**config.mk**
```make
export PLATFORM = sky130hd
export DESIGN_NAME = serial_mag_comparator
export DESIGN_NICKNAME = d
export VERILOG_FILES = /design/src/rtl/serial_cmp_pkg.sv /design/src/rtl/bit_compare_cell.sv /design/src/rtl/serial_mag_comparator.sv
export SDC_FILE = /design/constraint.sdc
export NUM_CORES = 1
export LEC_CHECK = 0
export BUFFER_PORTS_ARGS = -buffer_cell sky130_fd_sc_hd__buf_2
export CAP_MARGIN = 0
export CORE_MARGIN = 2
export CORE_UTILIZATION = 50
export CTS_BUF_LIST = sky130_fd_sc_hd__clkbuf_4 sky130_fd_sc_hd__clkbuf_8 sky130_fd_sc_hd__clkbuf_16
export DETAILED_ROUTE_END_ITERATION = 8
export PLACE_DENSITY_LB_ADDON = 0.05
export SYNTH_ARGS = -nofsm -noshare
export SYNTH_HDL_FRONTEND = slang
export SYNTH_HIERARCHICAL = 1
export SYNTH_SLANG_ARGS = --single-unit
```
**constraint.sdc**
```tcl
create_clock -name clk -period 4.3 [get_ports clk]
set_input_delay 0.215 -clock clk [delete_from_list [all_inputs] [get_ports clk]]
set_output_delay 0.215 -clock clk [all_outputs]
set_load 0.1 [all_outputs]
```
**src/rtl/serial_cmp_pkg.sv**
```systemverilog
// serial_cmp_pkg
//   Shared types and constants for the bit-serial magnitude comparator.
//   - cmp_state_t   : controller states (IDLE, SCAN, DONE)
//   - DEFAULT_WIDTH : default operand width
package serial_cmp_pkg;

  typedef enum logic [1:0] {
    IDLE = 2'd0,
    SCAN = 2'd1,
    DONE = 2'd2
  } cmp_state_t;

  localparam int DEFAULT_WIDTH = 8;

endpackage

```
**src/rtl/bit_compare_cell.sv**
```systemverilog
// bit_compare_cell
//   Combinational single-bit comparison of one operand bit pair.
//   Ports:
//     a_bit  (in)  : bit of operand A
//     b_bit  (in)  : bit of operand B
//     differ (out) : bits are different
//     b_gt   (out) : B bit is 1 while A bit is 0
module bit_compare_cell (
  input  logic a_bit,
  input  logic b_bit,
  output logic differ,
  output logic b_gt
);

  assign differ = a_bit ^ b_bit;
  assign b_gt   = ~a_bit & b_bit;

endmodule

```
**src/rtl/serial_mag_comparator.sv**
```systemverilog
// serial_mag_comparator
//   Bit-serial magnitude comparator. Operands are accepted in parallel,
//   then scanned MSB->LSB one bit per clock; the scan stops at the first
//   differing bit. Cascade semantics: a_lt_b = (a==b) ? eq_in : (b>a).
//   Ports:
//     clk, rst             : clock, synchronous active-high reset
//     start_valid/ready    : operand handshake (ready only in IDLE)
//     a, b, eq_in          : operands and cascade input, sampled on accept
//     res_valid/res_ready  : result handshake (valid only in DONE)
//     a_lt_b, a_eq_b       : comparison result
//     scan_cycles          : number of SCAN cycles the operation used
//     busy                 : controller not in IDLE
module serial_mag_comparator
  import serial_cmp_pkg::*;
#(
  parameter int WIDTH = DEFAULT_WIDTH,
  localparam int CW   = $clog2(WIDTH + 1)
) (
  input  logic             clk,
  input  logic             rst,
  input  logic             start_valid,
  output logic             start_ready,
  input  logic [WIDTH-1:0] a,
  input  logic [WIDTH-1:0] b,
  input  logic             eq_in,
  output logic             res_valid,
  input  logic             res_ready,
  output logic             a_lt_b,
  output logic             a_eq_b,
  output logic [CW-1:0]    scan_cycles,
  output logic             busy
);

  localparam int IW = $clog2(WIDTH);

  cmp_state_t       state_q, state_d;
  logic [WIDTH-1:0] a_q, a_d;
  logic [WIDTH-1:0] b_q, b_d;
  logic             eq_in_q, eq_in_d;
  logic [IW-1:0]    idx_q, idx_d;
  logic [CW-1:0]    cnt_q, cnt_d;
  logic             lt_q, lt_d;
  logic             eq_q, eq_d;
  logic [CW-1:0]    cycles_q, cycles_d;

  logic bit_differ;
  logic bit_b_gt;

  // Single comparison cell, fed by the bit pair currently selected by idx.
  bit_compare_cell u_cell (
    .a_bit  (a_q[idx_q]),
    .b_bit  (b_q[idx_q]),
    .differ (bit_differ),
    .b_gt   (bit_b_gt)
  );

  always_comb begin
    state_d  = state_q;
    a_d      = a_q;
    b_d      = b_q;
    eq_in_d  = eq_in_q;
    idx_d    = idx_q;
    cnt_d    = cnt_q;
    lt_d     = lt_q;
    eq_d     = eq_q;
    cycles_d = cycles_q;

    unique case (state_q)
      IDLE: begin
        if (start_valid) begin
          a_d     = a;
          b_d     = b;
          eq_in_d = eq_in;
          idx_d   = IW'(WIDTH - 1);
          cnt_d   = '0;
          state_d = SCAN;
        end
      end
      SCAN: begin
        cnt_d = cnt_q + 1'b1;
        if (bit_differ) begin
          // When the bits differ, B is larger exactly when its bit is the 1.
          lt_d     = bit_b_gt;
          eq_d     = 1'b0;
          cycles_d = cnt_q + 1'b1;
          state_d  = DONE;
        end else if (idx_q == '0) begin
          // Terminal check happens before any decrement, so idx never wraps.
          lt_d     = eq_in_q;
          eq_d     = 1'b1;
          cycles_d = CW'(WIDTH);
          state_d  = DONE;
        end else begin
          idx_d = idx_q - 1'b1;
        end
      end
      DONE: begin
        if (res_ready) begin
          state_d = IDLE;
        end
      end
      default: state_d = IDLE;
    endcase
  end

  always_ff @(posedge clk) begin
    if (rst) begin
      state_q  <= IDLE;
      a_q      <= '0;
      b_q      <= '0;
      eq_in_q  <= 1'b0;
      idx_q    <= '0;
      cnt_q    <= '0;
      lt_q     <= 1'b0;
      eq_q     <= 1'b0;
      cycles_q <= '0;
    end else begin
      state_q  <= state_d;
      a_q      <= a_d;
      b_q      <= b_d;
      eq_in_q  <= eq_in_d;
      idx_q    <= idx_d;
      cnt_q    <= cnt_d;
      lt_q     <= lt_d;
      eq_q     <= eq_d;
      cycles_q <= cycles_d;
    end
  end

  assign start_ready = (state_q == IDLE);
  assign res_valid   = (state_q == DONE);
  assign busy        = (state_q != IDLE);
  assign a_lt_b      = lt_q;
  assign a_eq_b      = eq_q;
  assign scan_cycles = cycles_q;

endmodule

```
==> results by group, run 1 <==
Yosys
  • Syn Inst Count: 166
  • Top cell type's share of synthesized area: 0.438
  • Synth top cells by count: 42 x nand2_1, 32 x dfxtp_1, 20 x a21oi_1
  • Synth top area cells: dfxtp_1 44%, nand2_1 11%, a21oi_1 6.8%, mux4_2 6.2%, ha_1 3.4%
  • EDFF count, synth: 0
  • Top-count cell post-synth: nand2_1
  • Yosys reg bits: 32
  • Cell taking the most area after synthesis: dfxtp_1
  • Seq/Total Area, Yosys: 0.438
  • Asr flop ratio synth: 0
  • Synth Warn #: 6
  • Syn Nets: 191
  • Syn Area/Cell: 8.80 sq um
  • Cell variety after synth: 38
  • Synthesized area: 1460 sq um
  • Top FF cell, synth: dfxtp_1

Power
  • Peak VDD IR: 0.370 mV
  • Pwr Total: 0.000773 W
  • PwrDens: 468 nW/um^2
  • Leakage: 0.691 nW

Final layout
  • Layout cell share with drive strength beyond 1: 0.240
  • Storage element area: 641 sq um
  • Layout area overhead: 12.9%
  • Final #Nets: 216
  • Filler cell count: 257
  • Area of the multi-input gates: 729 sq um
  • N_diodes: 0
  • Non-Filler Instances: 223

Timing
  • Final period utilization: 0.555
  • Final Hold Vio Count: 0
  • Setup TNS: 0 ps
  • Setup ws final: 1910 ps
  • FMAX: 0.419 GHz
  • RSZ-0062 raised after global routing: no
  • Slew Viols, Final: 0
  • Setup-failing EPs final: 0
  • Fin crit period: 2390 ps
  • Relative slew slack: 0.223
  • Skew final: 9.72 ps
  • Slew @ Worst Pin: 1160 ps

Floorplan
  • Initial core utilization: 0.530
  • Placeable Area: 2760 sq um
  • Die area: 3370 sq um
  • Site row count: 19
  • Die Ht: 58.1 microns
  • Die Width: 58.1 microns
  • IO Pins: 30

Global routing
  • First-pass GRT wire length: 4.96 mm
  • Initial antenna violation count: 0
  • Total GRT Usage: 0.195
  • GR Overflow Total: 0
  • Number of global-route vias before repair: 1089
  • Largest net degree at the start of global routing: 34

Route
  • DRC: 0
  • WL final: 2.96 mm
  • Vias per cell: 5.49
  • Initial DRC Count: 81
  • Avg WL per Cell: 13.3 microns
  • Final ANT Viol Nets: 0
  • Via count: 1224
  • Initial DRT Pass Iterations: 4

Worst setup path
  • Critical Path End Type: flip-flop
  • Type of the worst setup path: reg2reg
  • Worst-path cell chain: mux4_2 -> nand2_1 -> nand2_1 -> ha_1 -> inv_1 -> inv_1 -> a2111oi_0 -> a31o_2
  • CP max-delay cell: mux4_2
  • WP buf/inv: 2
  • Data required, critical path: 4590 ps
  • Startpoint Class: flip-flop
  • CP max FO: 7
  • Worst path max stage delay: 560 ps
  • CP top delay family: multiplexers
  • Critical Path AT: 2680 ps

Clocking
  • Root buffer cell: clkbuf_4
  • Clock tree buffer depth: 2
  • Clock-pin slew on the worst setup and hold paths: 100 ps
  • CTS buffer count: 5
  • Hold_buf cts: 0
  • TritonCTS Sinks: 32
  • CTS tree: done
  • Post-CTS sizing: 0
  • Htree depth: 2
  • Clock Latency Late Sink: 340 ps
  • Postcts setup bufs: 0

Placement
  • Gpl congestion: 0.724
  • DP HPWL: 2.06 mm
  • Worst slack at placement: 1910 ps
  • Placed cells: 215
  • IO Port Bufs: 29

Min path
  • Hold crit path type: in2reg

Flow run
  • Max-Cap Viols: 0

Outcome
  • Status: finished clean
layer usage:
| metal | vias to the layer above | global-route usage | part of all wire |
|---|---|---|---|
| li1 | 629 | - | - |
| met1 | 560 | 0.274 | 0.50 |
| met2 | 28 | 0.274 | 0.43 |
| met3 | 7 | 0.0603 | 0.047 |
| met4 | 0 | 0.0897 | 0.021 |
| met5 | - | 0 | 0 |
state kept, by name (all words and copies together) (netlist names):
| register | flops |
|---|---|
| state_q | 2 |
| a_q | 8 |
| b_q | 8 |
| idx_q | 3 |
| cnt_q | 4 |
| scan_cycles | 4 |
| a_eq_b | 1 |
| eq_in_q | 1 |
| a_lt_b | 1 |
worst register-to-register path: cells and delay by family (launching register included):
kind | cells | cell delay (ps)
mux | 1 | 560
compound gates | 2 | 530
simple gates | 2 | 130
fa+ha+maj | 1 | 260
buf+inv | 2 | 330
flops | 1 | 540
final cells by class:
cell class | instances | area share
multi-input cells | 115 | 0.442
flip-flops and latches | 32 | 0.388
repair buffers | 29 | 0.0879
clock buffers | 8 | 0.0402
well taps | 31 | 0.0235
inverters | 8 | 0.0182
worst paths after layout:
kind | startpoint | endpoint | slack [ps] | cells after the start
min reg2reg | a_q[5] | a_q[5] | 460 | 2
max reg2reg | idx_q[1] | a_lt_b | 1910 | 8
min | b[1] | b_q[1] | 100 | 3
max | idx_q[1] | a_lt_b | 1910 | 8
report_power, final:
part | internal [W] | switching, W
Clock | 0.0000932 | 0.000100
Sequential | 0.000324 | 0.0000275
Combinational | 0.0000683 | 0.000160
Total | 0.000485 | 0.000287
cell families (layout without fill, tap and decap cells):
group | after synthesis | count (layout) | synth area share
AO/OA/AOI/OAI | 38 | 38 | 0.175
buffers and inverters | 19 | 45 | 0.0659
XOR/XNOR | 1 | 1 | 0.00599
adder cells (fa/ha/maj) | 4 | 4 | 0.0342
AND/OR/NAND/NOR | 66 | 66 | 0.205
multiplexers | 6 | 6 | 0.0753
flip-flops | 32 | 32 | 0.438
metrics by stage:
| stage | util | instance area, sq um | hold WS, ps |
|---|---|---|---|
| 6_report | 0.598 | 1650 | 105 |
| 5_1_grt | 0.598 | 1650 | 96.0 |
| 4_1_cts | 0.598 | 1650 | 90.6 |
| 3_5_place_dp | 0.574 | 1580 | 448 |
| 3_3_place_gp | 0.574 | 1580 | 447 |
| 2_1_floorplan | - | 1460 | 351 |
layout by cell type (no fill, tap or decap), types with 2 or more instances in the layout:
cell      count
mux2i_1       2
ha_1          4
a211oi_1      2
nor2_1        4
buf_2        29
a31oi_1       2
inv_1         8
nand3_1       3
clkbuf_4      7
nor2b_1       6
nand2_1      42
mux4_2        4
a21oi_1      20
nor3_1        2
a32o_1        2
dfxtp_1      32
nand2b_1      3
Note: power is estimated with default switching activity, not from simulation.
==> run 2: changes to the inputs <==
--- a/config.mk
+++ b/config.mk
@@ -8,7 +8,7 @@
 export BUFFER_PORTS_ARGS = -buffer_cell sky130_fd_sc_hd__buf_2
 export CAP_MARGIN = 0
 export CORE_MARGIN = 2
-export CORE_UTILIZATION = 50
+export CORE_UTILIZATION = 48
 export CTS_BUF_LIST = sky130_fd_sc_hd__clkbuf_4 sky130_fd_sc_hd__clkbuf_8 sky130_fd_sc_hd__clkbuf_16
 export DETAILED_ROUTE_END_ITERATION = 8
 export PLACE_DENSITY_LB_ADDON = 0.05
==> constraint.sdc (replaced) <==
create_clock -name clk -period 2.1 [get_ports clk]
set_input_delay 0.105 -clock clk [delete_from_list [all_inputs] [get_ports clk]]
set_output_delay 0.105 -clock clk [all_outputs]
set_load 0.1 [all_outputs]
==> results by group, run 2 (same netlist as run 1, synthesis figures left out) <==
Worst setup path
  • CP max-delay cell: mux4_2
  • Data required, critical path: 2350 ps
  • Worst path max stage delay: 510 ps
  • Flop2flop setup slack: 40 ps
  • FF-to-FF Start: idx_q[1]
  • Critical Path End Type: flip-flop
  • RR Endpoint: scan_cycles[3]
  • Worst-path cell chain: mux4_2 -> nand2_1 -> nand2_2 -> ha_4 -> inv_4 -> and3b_2 -> buf_4 -> a221oi_1
  • Type of the worst setup path: reg2reg
  • R2R depth: 8
  • CP max FO: 6
  • Startpoint Class: flip-flop
  • Crit. Startpoint: idx_q[1]
  • Critical Path AT: 2310 ps
  • CP Capture Point: scan_cycles[3]

Placement
  • DP HPWL: 2.22 mm
  • IO Port Bufs: 29
  • Gpl congestion: 0.748
  • Placed cells: 224

Outcome
  • Status: finished clean

Final layout
  • Layout cell share with drive strength beyond 1: 0.292
  • N_diodes: 0
  • Most frequent cells in the layout: 41 x nand2_1, 31 x dfxtp_1, 29 x buf_2
  • Layout area overhead: 30.7%
  • Most common cell after layout, fill and taps aside: nand2_1
  • Non-Filler Instances: 249
  • Filler cell count: 269
  • Final #Nets: 240
  • Post-layout util: 0.642
  • Biggest regs: a_q: 8 flops, b_q: 8 flops

Route
  • Final ANT Viol Nets: 0
  • Vias per cell: 5.27
  • Via count: 1311
  • DRC: 0
  • Initial DRC Count: 53
  • Initial DRT Pass Iterations: 4
  • WL final: 3.34 mm
  • Avg WL per Cell: 13.4 microns

Min path
  • Hold crit path type: in2reg
  • Worst hold path depth: 3

Flow run
  • Max-Cap Viols: 0

Power
  • PwrDens: 893 nW/um^2
  • Pwr Total: 0.00171 W
  • Leakage: 0.793 nW
  • Peak VDD IR: 0.548 mV

Timing
  • Skew final: 9.79 ps
  • Slew Viols, Final: 0
  • RSZ-0062 raised after global routing: yes
  • FMAX: 0.486 GHz
  • Relative slew slack: 0.595
  • Fin crit period: 2060 ps
  • Slew @ Worst Pin: 608 ps
  • Final period utilization: 0.980
  • Setup-failing EPs final: 0
  • Final Hold Vio Count: 0

Global routing
  • Total GRT Usage: 0.202
  • GR Overflow Total: 0
  • Largest net degree at the start of global routing: 34
  • Number of global-route vias before repair: 1125
  • Initial antenna violation count: 0
  • First-pass GRT wire length: 5.26 mm

Floorplan
  • Die Ht: 59.2 microns
  • Initial core utilization: 0.491
  • Placeable Area: 2980 sq um
  • Die area: 3500 sq um
  • Die Width: 59.2 microns
  • Site row count: 20
  • IO Pins: 30

Clocking
  • Clock-pin slew on the worst setup and hold paths: 110 ps
  • CTS buffer count: 5
  • Clock tree buffer depth: 2
  • CTS tree: done
  • Root buffer cell: clkbuf_4
  • TritonCTS Sinks: 32
  • Clock Latency Late Sink: 340 ps
  • Htree depth: 2
## run 2: worst min path at each step
stage               from      to  slack, ps
floorplan           a[0]  a_q[0]        240
global placement    b[7]  b_q[7]        340
detailed placement  b[7]  b_q[7]        350
CTS                 a[2]  a_q[2]          8
global route        a[2]  a_q[2]         20
finish              a[2]  a_q[2]         20
## run 2: stage by stage
step | instance area [sq um] | setup slack [ps] | TNS [ps] | hold WS (ps)
floorplan | 1460 | 13.5 | 0 | 241
global placement | 1640 | -81.6 | -120 | 345
detailed placement | 1640 | -151 | -406 | 351
CTS | 1870 | 26.8 | 0 | 7.89
global route | 1910 | -27.9 | -70.0 | 18.5
finish | 1910 | 42.9 | 0 | 19.9
## run 2: power breakdown
| group | switching [W] | leakage [nW] | internal [W] | total [W] |
|---|---|---|---|---|
| clock | 0.000220 | 0.0349 | 0.000177 | 0.000396 |
| sequential | 0.0000563 | 0.263 | 0.000665 | 0.000722 |
| combinational | 0.000364 | 0.496 | 0.000223 | 0.000587 |
## run 2: timing repair
item,4_1_cts,5_1_grt
endpoints found under the setup margin,9,7
pin swaps,0,2
hold buffers,16,0
resized for setup,4,6
buffers inserted,0,1
endpoints found under the hold margin,16,0
## run 2: worst max-delay path, delay by kind of cell, from the launching register on
kind            cells  cell delay [ps]
fa+ha+maj           1              270
simple gates        3              370
flops               1              410
mux                 1              510
buf+inv             2              190
compound gates      1              220
## run 2: metal layers
layer | part of all wire | vias to the layer above | track usage
li1 | - | 678 | -
met1 | 0.49 | 598 | 0.284
met2 | 0.46 | 31 | 0.297
met3 | 0.039 | 4 | 0.0590
met4 | 0.011 | 0 | 0.0682
met5 | 0 | - | 0
## run 2: layout make-up
| cell class | instances | area, sq um | share of cell area |
|---|---|---|---|
| inverter | 8 | 32.5 | 0.0170 |
| tap | 33 | 41.3 | 0.0216 |
| sequential | 32 | 644 | 0.337 |
| clock buffer | 7 | 58.8 | 0.0308 |
| timing repair buffer | 53 | 365 | 0.191 |
| multi-input combinational | 115 | 761 | 0.398 |
| clock inverter | 1 | 7.51 | 0.00393 |
